`src/rtl/eth_tx_framer_pkg.sv`:
```
// Ethernet TX framer shared definitions.
// Header/CRC constants and FSM state encoding.
package eth_tx_framer_pkg;

   localparam int          ETH_HDR_LEN = 14;
   localparam logic [15:0] ETHERTYPE   = 16'h0800;
   localparam int          MIN_FRAME   = 60;
   localparam logic [31:0] CRC_POLY    = 32'hEDB88320;
   localparam logic [31:0] CRC_INIT    = 32'hFFFFFFFF;
   localparam logic [31:0] CRC_RESIDUE = 32'hDEBB20E3;

   typedef enum logic [2:0] {
      ST_IDLE = 3'd0,
      ST_HDR  = 3'd1,
      ST_BODY = 3'd2,
      ST_PAD  = 3'd3,
      ST_FCS  = 3'd4,
      ST_GAP  = 3'd5
   } state_t;

endpackage

```
`src/rtl/eth_tx_framer_if.sv`:
```
// Packet-in / byte-out handshake bundle of the TX framer.
// master = network stack + MAC side, slave = framer.
interface eth_tx_framer_if #(
   parameter int PKT_LEN = 140
);

   logic [PKT_LEN*8-1:0] in_data;
   logic                 in_valid;
   logic                 in_ready;
   logic [7:0]           out_data;
   logic                 out_valid;
   logic                 out_last;
   logic                 out_ready;

   modport master (
      output in_data, in_valid, out_ready,
      input  in_ready, out_data, out_valid, out_last
   );

   modport slave (
      input  in_data, in_valid, out_ready,
      output in_ready, out_data, out_valid, out_last
   );

endinterface

```
`src/rtl/eth_crc32.sv`:
```
// Byte-wide Ethernet CRC-32 (reflected) accumulator.
// clr reloads the init value; en folds in one byte.
module eth_crc32
   import eth_tx_framer_pkg::*;
(
   input  logic        clk,
   input  logic        rst_n,
   input  logic        clr,
   input  logic        en,
   input  logic [7:0]  din,
   output logic [31:0] crc
);

   function automatic logic [31:0] crc_next(
      input logic [31:0] c,
      input logic [7:0]  d
   );
      logic [31:0] r;
      r = c ^ {24'h0, d};
      for (int i = 0; i < 8; i++) begin
         r = r[0] ? ((r >> 1) ^ CRC_POLY) : (r >> 1);
      end
      return r;
   endfunction

   // CRC register: reload on reset/clear, update per byte
   always_ff @(posedge clk) begin
      if (!rst_n || clr) begin
         crc <= CRC_INIT;
      end else if (en) begin
         crc <= crc_next(crc, din);
      end
   end

endmodule

```
`src/rtl/eth_tx_framer.sv`:
```
// Ethernet II TX framer: header, IP packet, pad, FCS, IFG.
// Outputs decode from registered state so they hold under stall.
module eth_tx_framer
   import eth_tx_framer_pkg::*;
#(
   parameter int          PAYLOAD_LEN = 100,
   parameter int          TCPH_LEN    = 20,
   parameter int          IPH_LEN     = 20,
   parameter logic [47:0] DST_MAC     = 48'h02_00_00_00_00_02,
   parameter logic [47:0] SRC_MAC     = 48'h02_00_00_00_00_01,
   parameter int          IFG_CYCLES  = 12
) (
   input  logic            clk,
   input  logic            rst_n,
   eth_tx_framer_if.slave  bus,
   output logic            busy,
   output logic [15:0]     frame_count
);

   localparam int PKT_LEN  = PAYLOAD_LEN + TCPH_LEN + IPH_LEN;
   localparam int BODY_END = ETH_HDR_LEN + PKT_LEN;
   localparam bit NEED_PAD = BODY_END < MIN_FRAME;
   localparam int PAD_LEN  = NEED_PAD ? MIN_FRAME - BODY_END : 1;

   localparam logic [111:0] HDR = {DST_MAC, SRC_MAC, ETHERTYPE};

   state_t               state_q;
   state_t               state_d;
   logic [10:0]          cnt_q;
   logic [PKT_LEN*8-1:0] buf_q;
   logic [31:0]          crc;
   logic [111:0]         hdr_sh;
   logic [31:0]          fcs_sh;
   logic                 accept;
   logic                 xfer;
   logic                 crc_en;

   assign accept = bus.in_valid && bus.in_ready;
   assign xfer   = bus.out_valid && bus.out_ready;

   eth_crc32 u_crc (
      .clk   (clk),
      .rst_n (rst_n),
      .clr   (accept),
      .en    (crc_en && xfer),
      .din   (bus.out_data),
      .crc   (crc)
   );

   // state register plus per-state byte/cycle counter
   always_ff @(posedge clk) begin
      if (!rst_n) begin
         state_q <= ST_IDLE;
         cnt_q   <= '0;
      end else begin
         state_q <= state_d;
         if (state_d != state_q) begin
            cnt_q <= '0;
         end else if (xfer || state_q == ST_GAP) begin
            cnt_q <= cnt_q + 11'd1;
         end
      end
   end

   // next-state: each state ends on its last transferred byte
   always_comb begin
      state_d = state_q;
      unique case (state_q)
         ST_IDLE: if (accept) state_d = ST_HDR;
         ST_HDR:
            if (xfer && cnt_q == 11'(ETH_HDR_LEN - 1))
               state_d = ST_BODY;
         ST_BODY:
            if (xfer && cnt_q == 11'(PKT_LEN - 1))
               state_d = NEED_PAD ? ST_PAD : ST_FCS;
         ST_PAD:
            if (xfer && cnt_q == 11'(PAD_LEN - 1))
               state_d = ST_FCS;
         ST_FCS:
            if (xfer && cnt_q == 11'd3)
               state_d = ST_GAP;
         ST_GAP:
            if (cnt_q == 11'(IFG_CYCLES - 1))
               state_d = ST_IDLE;
         default: state_d = ST_IDLE;
      endcase
   end

   // packet buffer: load on accept, shift out one byte per BODY beat
   always_ff @(posedge clk) begin
      if (!rst_n) begin
         buf_q <= '0;
      end else if (accept) begin
         buf_q <= bus.in_data;
      end else if (xfer && state_q == ST_BODY) begin
         buf_q <= {buf_q[PKT_LEN*8-9:0], 8'h00};
      end
   end

   // completed-frame counter, bumped when the final FCS byte leaves
   always_ff @(posedge clk) begin
      if (!rst_n) begin
         frame_count <= '0;
      end else if (xfer && bus.out_last) begin
         frame_count <= frame_count + 16'd1;
      end
   end

   // output decode from state and counter
   always_comb begin
      hdr_sh        = HDR >> {4'd13 - cnt_q[3:0], 3'b000};
      fcs_sh        = (~crc) >> {cnt_q[1:0], 3'b000};
      bus.in_ready  = 1'b0;
      bus.out_valid = 1'b0;
      bus.out_last  = 1'b0;
      bus.out_data  = 8'h00;
      busy          = 1'b1;
      crc_en        = 1'b0;
      unique case (state_q)
         ST_IDLE: begin
            bus.in_ready = 1'b1;
            busy         = 1'b0;
         end
         ST_HDR: begin
            bus.out_valid = 1'b1;
            bus.out_data  = hdr_sh[7:0];
            crc_en        = 1'b1;
         end
         ST_BODY: begin
            bus.out_valid = 1'b1;
            bus.out_data  = buf_q[PKT_LEN*8-1 -: 8];
            crc_en        = 1'b1;
         end
         ST_PAD: begin
            bus.out_valid = 1'b1;
            crc_en        = 1'b1;
         end
         ST_FCS: begin
            bus.out_valid = 1'b1;
            bus.out_data  = fcs_sh[7:0];
            bus.out_last  = cnt_q == 11'd3;
         end
         ST_GAP: begin
         end
         default: begin
         end
      endcase
   end

endmodule

```
`src/flat_wrapper.sv`:
```
// flat-port wrapper written by rule: the top's interface ports become plain ports
module eth_tx_framer_flat import eth_tx_framer_pkg::*;
#(
   parameter int          PAYLOAD_LEN = 100,
   parameter int          TCPH_LEN    = 20,
   parameter int          IPH_LEN     = 20,
   parameter logic [47:0] DST_MAC     = 48'h02_00_00_00_00_02,
   parameter logic [47:0] SRC_MAC     = 48'h02_00_00_00_00_01,
   parameter int          IFG_CYCLES  = 12
)
  (clk, rst_n, busy, frame_count, bus_in_data, bus_in_valid, bus_out_ready, bus_in_ready, bus_out_data, bus_out_valid, bus_out_last);
  eth_tx_framer_if #(.PKT_LEN((140))) bus_i ();
  input  logic clk;
  input  logic rst_n;
  output logic busy;
  output logic [15:0] frame_count;
  input wire logic [$bits(bus_i.in_data)-1:0] bus_in_data;
  input wire logic [$bits(bus_i.in_valid)-1:0] bus_in_valid;
  input wire logic [$bits(bus_i.out_ready)-1:0] bus_out_ready;
  output wire logic [$bits(bus_i.in_ready)-1:0] bus_in_ready;
  output wire logic [$bits(bus_i.out_data)-1:0] bus_out_data;
  output wire logic [$bits(bus_i.out_valid)-1:0] bus_out_valid;
  output wire logic [$bits(bus_i.out_last)-1:0] bus_out_last;
  assign bus_i.in_data = bus_in_data;
  assign bus_i.in_valid = bus_in_valid;
  assign bus_i.out_ready = bus_out_ready;
  assign bus_in_ready = bus_i.in_ready;
  assign bus_out_data = bus_i.out_data;
  assign bus_out_valid = bus_i.out_valid;
  assign bus_out_last = bus_i.out_last;
  eth_tx_framer #(.PAYLOAD_LEN(PAYLOAD_LEN), .TCPH_LEN(TCPH_LEN), .IPH_LEN(IPH_LEN), .DST_MAC(DST_MAC), .SRC_MAC(SRC_MAC), .IFG_CYCLES(IFG_CYCLES)) u_core (.clk(clk), .rst_n(rst_n), .bus(bus_i), .busy(busy), .frame_count(frame_count));
endmodule
```
`config.mk`:
```
export PLATFORM = sky130hd
export DESIGN_NAME = eth_tx_framer_flat
export DESIGN_NICKNAME = d
export VERILOG_FILES = /design/src/rtl/eth_tx_framer_pkg.sv /design/src/rtl/eth_tx_framer_if.sv /design/src/rtl/eth_crc32.sv /design/src/rtl/eth_tx_framer.sv /design/src/flat_wrapper.sv
export SDC_FILE = /design/constraint.sdc
export NUM_CORES = 2
export LEC_CHECK = 0
export ABC_CLOCK_PERIOD_IN_PS = 4150
export CAP_MARGIN = 0
export CELL_PAD_IN_SITES_DETAIL_PLACEMENT = 0
export CELL_PAD_IN_SITES_GLOBAL_PLACEMENT = 1
export CORE_AREA = 2 2 449 451
export CTS_CLUSTER_DIAMETER = 40
export DETAILED_ROUTE_END_ITERATION = 10
export DIE_AREA = 0 0 451 453
export GPL_ROUTABILITY_DRIVEN = 0
export PLACE_DENSITY = 0.66
export SLEW_MARGIN = 20
export SYNTH_ARGS = -nofsm -noshare
export SYNTH_HDL_FRONTEND = slang
export SYNTH_HIERARCHICAL = 1
export SYNTH_SLANG_ARGS = --single-unit
```
`constraint.sdc`:
```
create_clock -name clk -period 4.15 [get_ports clk]
set_clock_uncertainty 0.2 [all_clocks]
set_input_delay 0.83 -clock clk [delete_from_list [all_inputs] [get_ports clk]]
set_output_delay 0.83 -clock clk [all_outputs]
set_load 0.01 [all_outputs]
```
== Word-level counts from Yosys, hierarchy flattened ==
Index checks and enable logic that the tools add are counted.

* Logic and storage cells: 72
* Input port bits: 1124
* Register bits: 1182
* Output and inout port bits: 28

* Bitwise logic cells: 11
* Add/subtract/negate cells: 3
* Equal/unequal tests: 10
* Shift operators: 2
* Multiplexer cells: 23
* Reductions and logical operators: 18

{| class="wikitable"
|+ Operator list
! kind !! number
|-
| $mux W1120 || 2
|-
| $mux W32 || 8
|-
| $not A13 Y14 || 8
|-
| $shr A106 B7 Y8 const A || 1
|-
| $not A32 Y32 || 1
|-
| $shr A32 B5 Y8 || 1
|-
| $xor A32 B8 Y32 || 1
|-
| $pmux W8 S3 || 1
|-
| $eq A11 B4 Y1 const B || 2
|-
| $mux W3 || 6
|-
| $pmux W3 S6 || 1
|-
| $add A16 B1 Y16 const B || 1
|-
| $add A11 B1 Y11 const B || 1
|-
| $eq A11 B2 Y1 const B || 1
|-
| $eq A11 B8 Y1 const B || 1
|-
| $logic_not A11 Y1 || 1
|-
| $logic_and A1 B1 Y1 || 9
|-
| $eq A3 B2 Y1 const B || 2
|-
| $eq A3 B3 Y1 const B || 2
|-
| $mux W1 || 5
|-
| $reduce_or A4 Y1 || 1
|-
| $sub A4 B4 Y4 const A || 1
|-
| $eq A3 B1 Y1 const B || 1
|-
| $logic_not A3 Y1 || 1
|-
| other kinds (7) || 8
|}

== Depth between registers and ports, before layout ==
* Depth after elaboration: 20
* Gate-level depth with buffers: 13
* Gate-level depth less buffers: 10

== Cells and area by module ==
The synthesis kept the hierarchy.

{| class="wikitable"
|+ Modules (own cells, without submodules)
! module !! area each (um^2) !! instances !! cells each !! sequential area each (um^2)
|-
| eth_tx_framer || 49431.2 || 1 || 6479 || 23022.1
|-
| eth_crc32 || 2109.5 || 1 || 181 || 640.6
|}

== Least setup slack after synthesis ==
No wires, ideal clock.

* Kind: register -> register
* Start point: register u_core.cnt_q[0]
* End point: register u_core.u_crc.crc[15]
* Setup time: 0.130 ns
* Path buffers: 1
* Required time: 3.820 ns
* Cell stages (with the launch flop): 10
* Arrival: 3.328 ns
* Period minus slack after synthesis: 3.657 ns
* Path slack: 0.493 ns
* Cell sequence: dfxtp_1 -> clkbuf_1 -> mux4_2 -> nor2_1 -> a21oi_1 -> o21ai_0 -> xor2_4 -> xnor3_4 -> xnor3_1 -> o21ai_0

* Elaborated cells on any way between the ends: 17
* Classes of those cells: 1 x add/sub; 2 x shift; 9 x mux; 5 x bitwise

{| class="wikitable"
|+ RTL lines
! what !! line !! source
|-
| start, declared || eth_tx_framer.sv:29 || <nowiki>logic [10:0] cnt_q;</nowiki>
|-
| start signal, assigned || eth_tx_framer.sv:60 || <nowiki>cnt_q <= cnt_q + 11'd1;</nowiki>
|-
| $sub A4 B4 Y4 || eth_tx_framer.sv:111 || <nowiki>hdr_sh = HDR >> {4'd13 - cnt_q[3:0], 3'b000};</nowiki>
|-
| $shr A106 B7 Y8 || eth_tx_framer.sv:111 ||
|-
| $pmux W8 S3 * || eth_tx_framer.sv:119 || <nowiki>unique case (state_q)</nowiki>
|-
| named net bus_out_data[3] || flat_wrapper.sv:21 || <nowiki>output wire logic [$bits(bus_i.out_data)-1:0] bus_out_data;</nowiki>
|-
| $xor A32 B8 Y32 * || eth_crc32.sv:19 || <nowiki>r = c ^ {24'h0, d};</nowiki>
|-
| $mux W32 * (7 in a row) || eth_crc32.sv:21 || <nowiki>r = r[0] ? ((r >> 1) ^ CRC_POLY) : (r >> 1);</nowiki>
|-
| $not A13 Y14 (no source line) || n/a ||
|-
| $mux W32 * || eth_crc32.sv:21 ||
|-
| end signal, assigned || eth_crc32.sv:31 || <nowiki>crc <= crc_next(crc, din);</nowiki>
|-
| end, declared || eth_crc32.sv:11 || <nowiki>output logic [31:0] crc</nowiki>
|}

The timed path passes the listed nets; every way through them passes the cells marked *.
A chain may end at the register's enable or synchronous reset.

== Final worst setup path ==
* Start point: register u_core.cnt_q[2]
* End point: output bus_out_data[1]

* Longest elaborated chain between the ends: 3

{| class="wikitable"
|+ RTL lines
! what !! line
|-
| $sub A4 B4 Y4 || eth_tx_framer.sv:111
|-
| $shr A106 B7 Y8 || eth_tx_framer.sv:111
|-
| $pmux W8 S3 || eth_tx_framer.sv:119
|-
| end, declared || flat_wrapper.sv:21
|}

Every way passes these cells.

==> results.cfg <==
[run_status]
outcome = complete, no violations

[logic_synthesis]
yosysUniqueCellTypes = 58
netlist_area_sq_um = 51500
syn_inst = 6660
synth_xor_area_share_pct = 2.27
synth_top_area_share_pct = 45.9
synth_ff_type = dfxtp_1
synth.net_count = 7792
synthSimpleGateAreaFrac_pct = 25.9
synth_edf_count = 0
synth_area_leader_cell = dfxtp_1
yosysSeqAreaShare_pct = 45.9
async_flop_share_pct = 0
synth.area.mux_share_pct = 0.466
ys_warn_count = 6
synthAdderAreaFrac_pct = 0.194
synth_compound_area_share_pct = 20.2
ys_seq_elements = 1182
synth_top_family_by_area = simple AND/OR/NAND/NOR gates
syn_avg_cell_area_sq_um = 7.74
synth_area_leaders = dfxtp_1 (46%), a311oi_1 (19%), nand2_1 (17%)

[setup_path]
cp.required_ns = 3.12
r2r_cells = 11
critPathMaxFanout = 10
cp-start-kind = flip-flop
crit_arrival_ns = 2.96
cp_cell_sequence = ha_1 -> mux2i_1 -> nor2_1 -> a31oi_1 -> o22ai_2 -> clkdlybuf4s50_1
critPathLaunch = u_core/cnt_q[2]$_SDFFE_PP0P_
end_kind = primary output
critical_path_class = reg2out
rrSetupSlack_ns = 0.96
r2r_start = u_core/cnt_q[1]$_SDFFE_PP0P_
cp_slowest_cell = clkdlybuf4s50_1
crit_path_max_incr_delay_ns = 0.67

[routing]
via_per_inst = 4.96
drc = 0
drt_iter0_markers = 4208
routedWlPerCell_um = 21.4
drtAntennaViolNets = 0
drt_wl_total_um = 223000
drtPass1Iterations = 6
num_vias = 51800

[floorplanning]
num_rows = 164
initial_core_util_pct = 25.9
core_area_sq_um = 199000
dieArea_sq_um = 204000
die_w_um = 451
pin_count = 1152
die_h_um = 453

[sta]
rsz0062_at_grt = false
setup_tns_ns = 0
worst_pin_slew_ns = 0.940
hold_ws_ns = 0.258
setup_viol = 0
period_share_pct = 96.2
setup_ws_ns = 0.159
drv_slew = 0
fin_crit_ns = 3.99
relSlewSlack_pct = 37.1
maxClockFrequency_ghz = 0.251
timing.final.hold_violations = 0

[clocking]
cts_buffers = 221
htreeDepth = 4
cts_buffer_depth = 3
post-cts-setup-buffer-count = 0
clock_latency_ns = 0.84
cts_tree = done
postCtsHoldBufs = 0
cts_root_buffer = clkbuf_16
cts.sinks = 1182
clk_pin_slew_ns = 0.05

[pwr]
p_comb_share_pct = 14.4
p_leak_nw = 26.2
seqPwrFrac_pct = 34.9
pwr-share-clk_pct = 50.7
power_switching_mw = 10.3
p_per_area_nw_per_um2 = 508
sw_frac_of_total_pct = 27.5
irDropWorstVdd_v = 0.000425
internal-power_mw = 27.2

[placed_design]
io_buffers = 1151
hpwl_um = 163000
placed_cells = 9960
preCtsSetupSlack_ns = 0.674

[grt]
grt_max_degree = 150
grt_pass1_wl_um = 323000
globalRouteTotalUtil_pct = 20.8
grt_overflow_total = 0
antenna_found_initial = 78
grt_pass1_vias = 49600

[worst_hold_path]
whs_path_depth = 2
hp-class = reg2reg
min_from = u_core/buf_q[529]$_SDFFE_PN0P_

[finish]
nFillCells = 20600
final_cells = 10400
drive_above_1_share_pct = 7.51
area_growth_pct = 43.1
nNetsFinal = 8659

[run]
max_cap_viol_count = 0
-- per-stage QoR --
| stage | total power [mW] | area (sq um) | utilization [%] |
|---|---|---|---|
| 2_1_floorplan | 16.2 | 51500 | - |
| 6_report | 37.5 | 73700 | 37.0 |
| 3_3_place_gp | 18.6 | 65600 | 32.9 |
| 4_1_cts | 37.8 | 73600 | 36.9 |
| 3_5_place_dp | 18.7 | 65600 | 32.9 |
| 5_1_grt | 39.0 | 73700 | 37.0 |
-- logic make-up after synthesis --
kind of cell | Yosys count
AO/OA/AOI/OAI | 1220
buffers and inverters | 661
XOR/XNOR | 79
multiplexers | 14
adder cells (fa/ha/maj) | 8
AND/OR/NAND/NOR | 3496
flip-flops | 1182
-- metal layers --
metal	up-vias	GRT usage [%]	wire, um
met1	24700	26.5	94800
met3	361	3.92	13000
met2	1609	34.5	108000
met4	32	8.13	7210
li1	25100	-	-
met5	-	0	216
-- Yosys cell counts (5+ instances only) --
library cell     n
clkbuf_1       514
mux2i_1          6
a311oi_1      1112
o211ai_1        16
nor2_1        1160
xnor2_1         31
ha_1             8
dfxtp_1       1182
inv_1           12
a31oi_1          5
xnor3_1         19
nand3_1          5
o21ai_0         28
or3_1            6
nand2b_1         8
mux4_2           8
nand4_1          6
buf_2          123
buf_1            7
a21oi_1         36
nand2_1       2267
nor3_1          17
xor2_1          13
-- power groups by stage --
stage / logic [mW] / clock network, mW / registers, mW
2_1_floorplan: 3.13 / 0 / 13.0
3_3_place_gp: 5.34 / 0 / 13.3
3_5_place_dp: 5.40 / 0 / 13.3
4_1_cts: 5.43 / 19.4 / 13.1
5_1_grt: 5.95 / 19.9 / 13.2
6_report: 5.40 / 19.0 / 13.1
-- registers in the layout, summed over array words and instances, names as in the netlist --
name                cells
u_core/frame_count     16
u_core/buf_q         1120
u_core/state_q          3
u_core/u_crc/crc       32
u_core/cnt_q           11
-- worst paths after layout --
path,end
hold reg to reg,u_core/buf_q[537]$_SDFFE_PN0P_
setup / recovery,bus_out_data[1]
hold / removal,u_core/buf_q[537]$_SDFFE_PN0P_
setup reg to reg,u_core/u_crc/crc[19]$_SDFFE_PP1P_
-- cell usage in the layout, fill, tap and decap left out, types with 12 or more instances in the layout --
cell type / instances
a21oi_1: 36
a311oi_1: 1112
buf_12: 59
buf_4: 77
bufinv_16: 28
clkbuf_1: 24
clkbuf_16: 223
clkbuf_8: 38
clkdlybuf4s50_1: 1148
clkinv_2: 33
clkinv_4: 27
clkinvlp_4: 20
dfxtp_1: 1180
diode_2: 48
inv_1: 12
inv_6: 15
nand2_1: 2266
nor2_1: 1157
nor3_1: 15
o211ai_1: 16
o21ai_0: 28
xnor2_1: 31
xnor3_1: 19
xor2_1: 13
-- worst max-delay path: cells and delay by family (launching register included) --
kind,cells,cell delay (ns)
AOI/OAI and AO/OA,2,0.33
adders and majority gates,1,0.34
buffers and inverters,1,0.67
DFF,1,0.50
muxes,1,0.14
and+or+nand+nor,1,0.13
-- area by class of cell --
type                    count  area [sq um]  share of cell area [%]
clock buffers             285          6190                    8.40
flip-flops and latches   1182         23700                    32.1
well taps                2656          3320                    4.51
repair buffers           1290         13300                    18.1
clock inverters           135          1780                    2.41
inverters                  15          71.3                  0.0967
diodes                     48           120                   0.163
multi-input cells        4817         25300                    34.3
-- repair_timing --
item / in CTS / in global routing
gates resized for setup: 8 / 6
endpoints found under the hold margin: 0 / 0
endpoints found under the setup margin: 6 / 7
(Power assumes the default switching activity.)
